[src/rtl/uart_link_pkg.sv]
// Shared definitions for the UART word link: FSM encodings, 8N1 frame
// constants and a helper that sizes counters from their terminal count.
package uart_link_pkg;

  typedef enum logic [1:0] {
    TX_IDLE,
    TX_SEND,
    TX_WAIT_ACK
  } tx_state_t;

  typedef enum logic [1:0] {
    RX_IDLE,
    RX_START,
    RX_DATA,
    RX_STOP
  } rx_state_t;

  localparam logic START_BIT   = 1'b0;
  localparam logic STOP_BIT    = 1'b1;
  localparam int   BITS        = 8;
  localparam int   FRAME_LEN   = BITS + 2;
  localparam int   FRAME_IDX_W = $clog2(FRAME_LEN);
  localparam int   BIT_IDX_W   = $clog2(BITS);

  // Width of a counter that must hold the values 0 .. count-1.
  function automatic int cnt_w(input int count);
    return (count < 2) ? 1 : $clog2(count);
  endfunction

endpackage

[src/rtl/uart_rx_byte.sv]
// 8N1 byte receiver: synchronises the serial line, detects the start edge,
// samples every bit at mid-bit and reports either a good byte or a bad stop bit.
module uart_rx_byte
  import uart_link_pkg::*;
#(
  parameter int CLKS_PER_BIT = 434
) (
  input  logic       clock,
  input  logic       reset,
  input  logic       serial_in,
  output logic [7:0] byte_data,
  output logic       byte_valid,
  output logic       stop_err,
  output logic       idle
);

  localparam int               CNT_W     = cnt_w(CLKS_PER_BIT);
  localparam logic [CNT_W-1:0] HALF_LAST = CNT_W'(CLKS_PER_BIT / 2 - 1);
  localparam logic [CNT_W-1:0] BIT_LAST  = CNT_W'(CLKS_PER_BIT - 1);

  logic                 sync1, sync2, prev;
  rx_state_t            state;
  logic [CNT_W-1:0]     clk_cnt;
  logic [BIT_IDX_W-1:0] bit_idx;
  logic [7:0]           shreg;

  // Two-flop synchroniser plus a delayed copy; resets to the idle-high level so no false start edge appears.
  always_ff @(posedge clock or posedge reset) begin
    if (reset) begin
      sync1 <= 1'b1;
      sync2 <= 1'b1;
      prev  <= 1'b1;
    end else begin
      sync1 <= serial_in;
      sync2 <= sync1;
      prev  <= sync2;
    end
  end

  // Frame FSM: start edge, half-bit start check, then one sample per bit period centred in each bit.
  always_ff @(posedge clock or posedge reset) begin
    if (reset) begin
      state      <= RX_IDLE;
      clk_cnt    <= '0;
      bit_idx    <= '0;
      shreg      <= '0;
      byte_data  <= '0;
      byte_valid <= 1'b0;
      stop_err   <= 1'b0;
    end else begin
      byte_valid <= 1'b0;
      stop_err   <= 1'b0;
      case (state)
        RX_IDLE: begin
          if (prev && !sync2) begin
            state   <= RX_START;
            clk_cnt <= '0;
          end
        end
        RX_START: begin
          if (clk_cnt == HALF_LAST) begin
            clk_cnt <= '0;
            bit_idx <= '0;
            state   <= (sync2 == START_BIT) ? RX_DATA : RX_IDLE;
          end else begin
            clk_cnt <= clk_cnt + 1'b1;
          end
        end
        RX_DATA: begin
          if (clk_cnt == BIT_LAST) begin
            clk_cnt <= '0;
            shreg   <= {sync2, shreg[7:1]};
            if (bit_idx == BIT_IDX_W'(BITS - 1)) state <= RX_STOP;
            else bit_idx <= bit_idx + 1'b1;
          end else begin
            clk_cnt <= clk_cnt + 1'b1;
          end
        end
        RX_STOP: begin
          if (clk_cnt == BIT_LAST) begin
            clk_cnt <= '0;
            state   <= RX_IDLE;
            if (sync2 == STOP_BIT) begin
              byte_data  <= shreg;
              byte_valid <= 1'b1;
            end else begin
              stop_err <= 1'b1;
            end
          end else begin
            clk_cnt <= clk_cnt + 1'b1;
          end
        end
        default: state <= RX_IDLE;
      endcase
    end
  end

  assign idle = (state == RX_IDLE);

endmodule

[src/rtl/uart_word_link.sv]
// Word-level UART link end: sends a DATA_W-bit word as DATA_W/8 8N1 bytes with
// ack/timeout/retry, and reassembles received words, acknowledging good ones.
module uart_word_link
  import uart_link_pkg::*;
#(
  parameter int DATA_W       = 128,
  parameter int CLKS_PER_BIT = 434,
  parameter int ACK_TIMEOUT  = 65536,
  parameter int MAX_RETRY    = 3,
  parameter int GAP_BITS     = 40
) (
  input  logic              clock,
  input  logic              reset,
  input  logic [DATA_W-1:0] tx_data,
  input  logic              tx_wr,
  output logic              tx_busy,
  output logic              tx_done,
  output logic              tx_fail,
  output logic              UART_TX,
  input  logic              UART_RX,
  input  logic              ack_in,
  output logic              ack_out,
  output logic [DATA_W-1:0] rx_data,
  output logic              rx_valid,
  output logic              rx_frame_err
);

  localparam int NBYTES    = DATA_W / 8;
  localparam int BYTE_W    = cnt_w(NBYTES);
  localparam int CNT_W     = cnt_w(CLKS_PER_BIT);
  localparam int TO_W      = cnt_w(ACK_TIMEOUT);
  localparam int RETRY_W   = cnt_w(MAX_RETRY + 1);
  localparam int GAP_LIMIT = GAP_BITS * CLKS_PER_BIT;
  localparam int GAP_W     = cnt_w(GAP_LIMIT);

  localparam logic [BYTE_W-1:0]      LAST_BYTE  = BYTE_W'(NBYTES - 1);
  localparam logic [CNT_W-1:0]       BIT_LAST   = CNT_W'(CLKS_PER_BIT - 1);
  localparam logic [TO_W-1:0]        TO_LAST    = TO_W'(ACK_TIMEOUT - 1);
  localparam logic [RETRY_W-1:0]     RETRY_MAX  = RETRY_W'(MAX_RETRY);
  localparam logic [GAP_W-1:0]       GAP_LAST   = GAP_W'(GAP_LIMIT - 1);
  localparam logic [FRAME_IDX_W-1:0] FRAME_LAST = FRAME_IDX_W'(FRAME_LEN - 1);
  localparam logic [FRAME_IDX_W-1:0] FRAME_STOP = FRAME_IDX_W'(BITS);

  tx_state_t              tx_state;
  logic [DATA_W-1:0]      tx_word;
  logic [BYTE_W-1:0]      tx_byte_idx;
  logic [FRAME_IDX_W-1:0] frame_idx;
  logic [CNT_W-1:0]       tx_clk_cnt;
  logic [TO_W-1:0]        to_cnt;
  logic [RETRY_W-1:0]     retry_cnt;
  logic [7:0]             cur_byte;
  logic                   ack_s1, ack_s2, ack_prev, ack_rise;

  logic [7:0]        rx_byte;
  logic              byte_valid, stop_err, rx_idle, word_done;
  logic [DATA_W-1:0] word_buf, assembled;
  logic [BYTE_W-1:0] rx_byte_idx;
  logic [GAP_W-1:0]  gap_cnt;
  logic [CNT_W-1:0]  ack_cnt;

  assign cur_byte = tx_word[tx_byte_idx*8 +: 8];
  assign ack_rise = ack_s2 & ~ack_prev;

  // Synchronise the peer acknowledge and keep one delayed copy for rising-edge detection.
  always_ff @(posedge clock or posedge reset) begin
    if (reset) begin
      ack_s1   <= 1'b0;
      ack_s2   <= 1'b0;
      ack_prev <= 1'b0;
    end else begin
      ack_s1   <= ack_in;
      ack_s2   <= ack_s1;
      ack_prev <= ack_s2;
    end
  end

  // TX FSM: serialise the latched word, then wait for an ack edge or time out and resend; ack beats timeout.
  always_ff @(posedge clock or posedge reset) begin
    if (reset) begin
      tx_state    <= TX_IDLE;
      tx_word     <= '0;
      tx_byte_idx <= '0;
      frame_idx   <= '0;
      tx_clk_cnt  <= '0;
      to_cnt      <= '0;
      retry_cnt   <= '0;
      UART_TX     <= STOP_BIT;
      tx_busy     <= 1'b0;
      tx_done     <= 1'b0;
      tx_fail     <= 1'b0;
    end else begin
      tx_done <= 1'b0;
      tx_fail <= 1'b0;
      case (tx_state)
        TX_IDLE: begin
          if (tx_wr) begin
            tx_word     <= tx_data;
            retry_cnt   <= '0;
            tx_byte_idx <= '0;
            frame_idx   <= '0;
            tx_clk_cnt  <= '0;
            UART_TX     <= START_BIT;
            tx_busy     <= 1'b1;
            tx_state    <= TX_SEND;
          end
        end
        TX_SEND: begin
          if (tx_clk_cnt == BIT_LAST) begin
            tx_clk_cnt <= '0;
            if (frame_idx == FRAME_LAST) begin
              frame_idx <= '0;
              if (tx_byte_idx == LAST_BYTE) begin
                UART_TX  <= STOP_BIT;
                to_cnt   <= '0;
                tx_state <= TX_WAIT_ACK;
              end else begin
                tx_byte_idx <= tx_byte_idx + 1'b1;
                UART_TX     <= START_BIT;
              end
            end else begin
              frame_idx <= frame_idx + 1'b1;
              UART_TX   <= (frame_idx == FRAME_STOP) ? STOP_BIT : cur_byte[frame_idx[BIT_IDX_W-1:0]];
            end
          end else begin
            tx_clk_cnt <= tx_clk_cnt + 1'b1;
          end
        end
        TX_WAIT_ACK: begin
          if (ack_rise) begin
            tx_done  <= 1'b1;
            tx_busy  <= 1'b0;
            tx_state <= TX_IDLE;
          end else if (to_cnt == TO_LAST) begin
            to_cnt <= '0;
            if (retry_cnt < RETRY_MAX) begin
              retry_cnt   <= retry_cnt + 1'b1;
              tx_byte_idx <= '0;
              frame_idx   <= '0;
              tx_clk_cnt  <= '0;
              UART_TX     <= START_BIT;
              tx_state    <= TX_SEND;
            end else begin
              tx_fail  <= 1'b1;
              tx_busy  <= 1'b0;
              tx_state <= TX_IDLE;
            end
          end else begin
            to_cnt <= to_cnt + 1'b1;
          end
        end
        default: tx_state <= TX_IDLE;
      endcase
    end
  end

  uart_rx_byte #(
    .CLKS_PER_BIT(CLKS_PER_BIT)
  ) u_rx_byte (
    .clock     (clock),
    .reset     (reset),
    .serial_in (UART_RX),
    .byte_data (rx_byte),
    .byte_valid(byte_valid),
    .stop_err  (stop_err),
    .idle      (rx_idle)
  );

  assign word_done = byte_valid && (rx_byte_idx == LAST_BYTE);

  // The completed word is the buffer with the final byte dropped into its slot.
  always_comb begin
    assembled = word_buf;
    assembled[rx_byte_idx*8 +: 8] = rx_byte;
  end

  // Word assembly: collect bytes, publish complete words, and drop partial words on a bad stop bit or a long gap.
  always_ff @(posedge clock or posedge reset) begin
    if (reset) begin
      word_buf     <= '0;
      rx_byte_idx  <= '0;
      gap_cnt      <= '0;
      rx_data      <= '0;
      rx_valid     <= 1'b0;
      rx_frame_err <= 1'b0;
    end else begin
      rx_valid     <= 1'b0;
      rx_frame_err <= 1'b0;
      if (byte_valid) begin
        gap_cnt                      <= '0;
        word_buf[rx_byte_idx*8 +: 8] <= rx_byte;
        if (word_done) begin
          rx_data     <= assembled;
          rx_valid    <= 1'b1;
          rx_byte_idx <= '0;
        end else begin
          rx_byte_idx <= rx_byte_idx + 1'b1;
        end
      end else if (stop_err) begin
        rx_byte_idx  <= '0;
        gap_cnt      <= '0;
        rx_frame_err <= 1'b1;
      end else if ((rx_byte_idx != '0) && rx_idle) begin
        if (gap_cnt == GAP_LAST) begin
          gap_cnt      <= '0;
          rx_byte_idx  <= '0;
          rx_frame_err <= 1'b1;
        end else begin
          gap_cnt <= gap_cnt + 1'b1;
        end
      end else begin
        gap_cnt <= '0;
      end
    end
  end

  // Ack pulse generator: one bit-time high per good word, restarting if another word lands mid-pulse.
  always_ff @(posedge clock or posedge reset) begin
    if (reset) begin
      ack_out <= 1'b0;
      ack_cnt <= '0;
    end else if (word_done) begin
      ack_out <= 1'b1;
      ack_cnt <= '0;
    end else if (ack_out) begin
      if (ack_cnt == BIT_LAST) ack_out <= 1'b0;
      else ack_cnt <= ack_cnt + 1'b1;
    end
  end

endmodule

[config.mk]
export PLATFORM = sky130hd
export DESIGN_NAME = uart_word_link
export DESIGN_NICKNAME = d
export VERILOG_FILES = /design/src/rtl/uart_link_pkg.sv /design/src/rtl/uart_rx_byte.sv /design/src/rtl/uart_word_link.sv
export SDC_FILE = /design/constraint.sdc
export NUM_CORES = 1
export LEC_CHECK = 0
export CAP_MARGIN = 30
export CORE_ASPECT_RATIO = 2
export CORE_MARGIN = 5
export CORE_UTILIZATION = 60
export CTS_BUF_LIST = sky130_fd_sc_hd__clkbuf_4 sky130_fd_sc_hd__clkbuf_8
export CTS_CLUSTER_DIAMETER = 200
export DETAILED_ROUTE_END_ITERATION = 12
export PLACE_DENSITY = 0.85
export SKIP_LAST_GASP = 1
export SYNTH_ARGS = -nofsm -noshare
export SYNTH_HDL_FRONTEND = slang
export SYNTH_SLANG_ARGS = --single-unit
[constraint.sdc]
create_clock -name clock -period 49.3 [get_ports clock]
set_input_delay 9.86 -clock clock [delete_from_list [all_inputs] [get_ports clock]]
set_output_delay 9.86 -clock clock [all_outputs]
set_load 0.1 [all_outputs]
==> impl_metrics.ini <==
[critical_path]
path_depth = 1
critical-path-max-stage-delay_ns = 1.19
critical_path_class = flop to output pin
critPathMaxFanout = 2
rr_worst_depth = 8
arrival_ns = 2.27
rrSetupSlack_ns = 45.44
cp_cell_sequence = clkdlybuf4s50_1
path_delay_family = buffers and inverters
critPathLaunchType = flop
cp-end-kind = output pin
critPathRequiredTime_ns = 39.44
path_buf_inv = 1
cpMaxStageDelayCell = clkdlybuf4s50_1

[grt]
grt_max_degree = 137
grt_pass1_wl_mm = 95.79
antenna_found_initial = 3
grt_pass1_vias = 17873
grtUsageTotal = 0.2914
overflow = 0

[synth]
synth.avg_cell_area_um2 = 10.51
syn_area_um2 = 22020
ys_warn_count = 0
dominantRegCellSynth = dfrtp_1
postSynthCellCount = 2095
yosys-top-cells-count = dfrtp_1 (490), nand2_1 (332), o21ai_0 (247)
synth_top_area_share = 0.5568
ys_async_sr_fraction = 1.000
yosys_register_bits = 494
synth_edf_count = 0
yosysTopAreaCell = dfrtp_1
syn-num-nets = 2247
seq_area_frac_synth = 0.5616
yosys-top-cells-area = dfrtp_1 (56%), mux2_2 (7.9%), nand2_1 (5.7%), o21ai_0 (5.6%), nor2_1 (2.8%)
yosysMostFrequentCell = dfrtp_1
ys_types = 76

[clocking]
max-clock-path-buffers = 3
cts-root-buf = clkbuf_8
cts_resized = 0
htree_num_levels = 3
cts_made_buffers = 70
clk_latency_ns = 0.64
cts_setup_buffers = 0
ctsHoldBuffers = 0
path_clk_slew_ns = 0.07
clkSinkCount = 494
cts_tree = done

[pwr]
pwr-share-comb = 0.088
peakVddDrop_uv = 27.95
power_leakage_nw = 11.38
p_int_mw = 0.6520
swShare = 0.2450
clock_power_share = 0.400
power_frac_seq = 0.512
p_sw_mw = 0.2116
power.density_nw_per_um2 = 32.19
finalPower_mw = 0.8636

[detailed_routing]
met3_length_mm = 3.444
ant_nets = 0
top_layer = met4
wl_per_cell_um = 20.85
wl_mm = 59.30
wl_met1_mm = 20.45
wl_met2_mm = 31.53
routed-via-count = 16894
first_pass_iters = 5
viasPerCell = 5.940
drt_iter0_markers = 1057
drc = 0

[min_path]
hold_depth = 0
hp-class = flop to flop

[sta]
hold_violations = 0
period_minus_slack_ns = 12.13
finalCritPeriodShare = 0.2461
slew_headroom = 0.2451
rsz0062_at_grt = false
setup-tns-final_ns = 0
slew_viol_final = 0
fmax_ghz = 0.08242
clock_skew_ns = 0.03605
worst_slew_pin_slew_ns = 1.121
setup_viol = 0

[floorplanning]
start_util = 0.6047
io_pins = 268
die_area_um2 = 40870
core_um2 = 36420
die_y_um = 280.9
die-width_um = 145.5
row_count = 99

[layout]
layout.nets = 2485
post-route-cell-area_um2 = 26830
fillers = 2398
syn2layout_area_growth_pct = 21.82
final_util = 0.7367
drive_above_1_share = 0.1567

[placement]
io_buffers = 267
place_area_um2 = 25210
gp_congestion = 0.8843
hpwl_mm = 42.01

[status]
outcome = finished, final reports clean

[flow_run]
maxCapViolations = 0
## per-stage QoR
| step | setup WS, ns | cells | hold WS (ns) |
|---|---|---|---|
| 4_1_cts | 37.02 | 2838 | 0.3590 |
| 5_1_grt | 37.03 | 2844 | 0.3658 |
| 6_report | 37.17 | 2844 | 0.3586 |
| 3_5_place_dp | 36.35 | 2712 | 0.3489 |
| 3_3_place_gp | 36.45 | 2698 | 0.3367 |
| 2_1_floorplan | 25.66 | 2095 | 0.3312 |
## cell families after synthesis
kind of cell	count (synthesis)	synth area share
AOI/OAI and AO/OA	459	0.1155
xor gates and xnor gates	40	0.01625
adders and majority gates	19	0.01079
buffers and inverters	165	0.03096
DFF	494	0.5616
muxes	222	0.1215
and+or+nand+nor	696	0.1435
## power by group through the flow
stage | Combinational (mW) | Clock, mW | Sequential, mW
3_3_place_gp | 0.0715 | 0 | 0.447
6_report | 0.0758 | 0.346 | 0.442
3_5_place_dp | 0.0752 | 0 | 0.449
4_1_cts | 0.0760 | 0.351 | 0.442
5_1_grt | 0.0832 | 0.369 | 0.444
2_1_floorplan | 0.0493 | 0 | 0.445
## path summary, 6_finish.rpt
kind	start	to
worst max-delay path	rx_data[67]	rx_data[67]
worst max register to register	rx_byte_idx[0]	word_buf[12]
worst min-delay path	u_rx_byte.sync1	u_rx_byte.sync2
max in group asynchronous	reset	rx_data[57]
worst min register to register	u_rx_byte.sync1	u_rx_byte.sync2
min in group asynchronous	reset	rx_data[21]
## layout make-up
cell class / count / area (um2) / area share
sequential: 494 / 12370 / 0.4610
multi-input combinational: 1436 / 8981 / 0.3348
timing repair buffer: 298 / 3246 / 0.1210
clock buffer: 109 / 1406 / 0.05242
tap: 454 / 568.0 / 0.02117
inverter: 33 / 131.4 / 0.004897
clock inverter: 17 / 118.9 / 0.004431
antenna: 3 / 7.507 / 0.0002798
## registers in the layout, indices dropped and copies added (netlist names), 2 cells and up, named ones only
name,count
rx_data,128
tx_word,128
word_buf,128
to_cnt,16
gap_cnt,15
ack_cnt,9
tx_clk_cnt,9
u_rx_byte.clk_cnt,9
u_rx_byte.byte_data,8
u_rx_byte.shreg,8
frame_idx,4
rx_byte_idx,4
tx_byte_idx,4
u_rx_byte.bit_idx,3
retry_cnt,2
tx_state,2
## per-layer routing
metal | track usage | vias up
li1 | - | 7752
met4 | 0.1803 | 0
met1 | 0.3136 | 8282
met2 | 0.5232 | 650
met5 | 0 | -
met3 | 0.05776 | 210
## layout by cell type, fill, tap and decap left out, types with 18 or more instances in the layout
master,instances
xor2_1,23
nand3_1,54
inv_1,30
dfrtp_1,489
mux4_2,20
mux2_2,154
clkdlybuf4s50_1,267
nor2_1,166
mux2i_1,46
o31ai_1,23
nor3_1,33
nand2_1,332
ha_1,18
clkbuf_8,94
a21oi_1,115
o21ai_0,247
No activity file was read; power rests on OpenSTA's default activity.
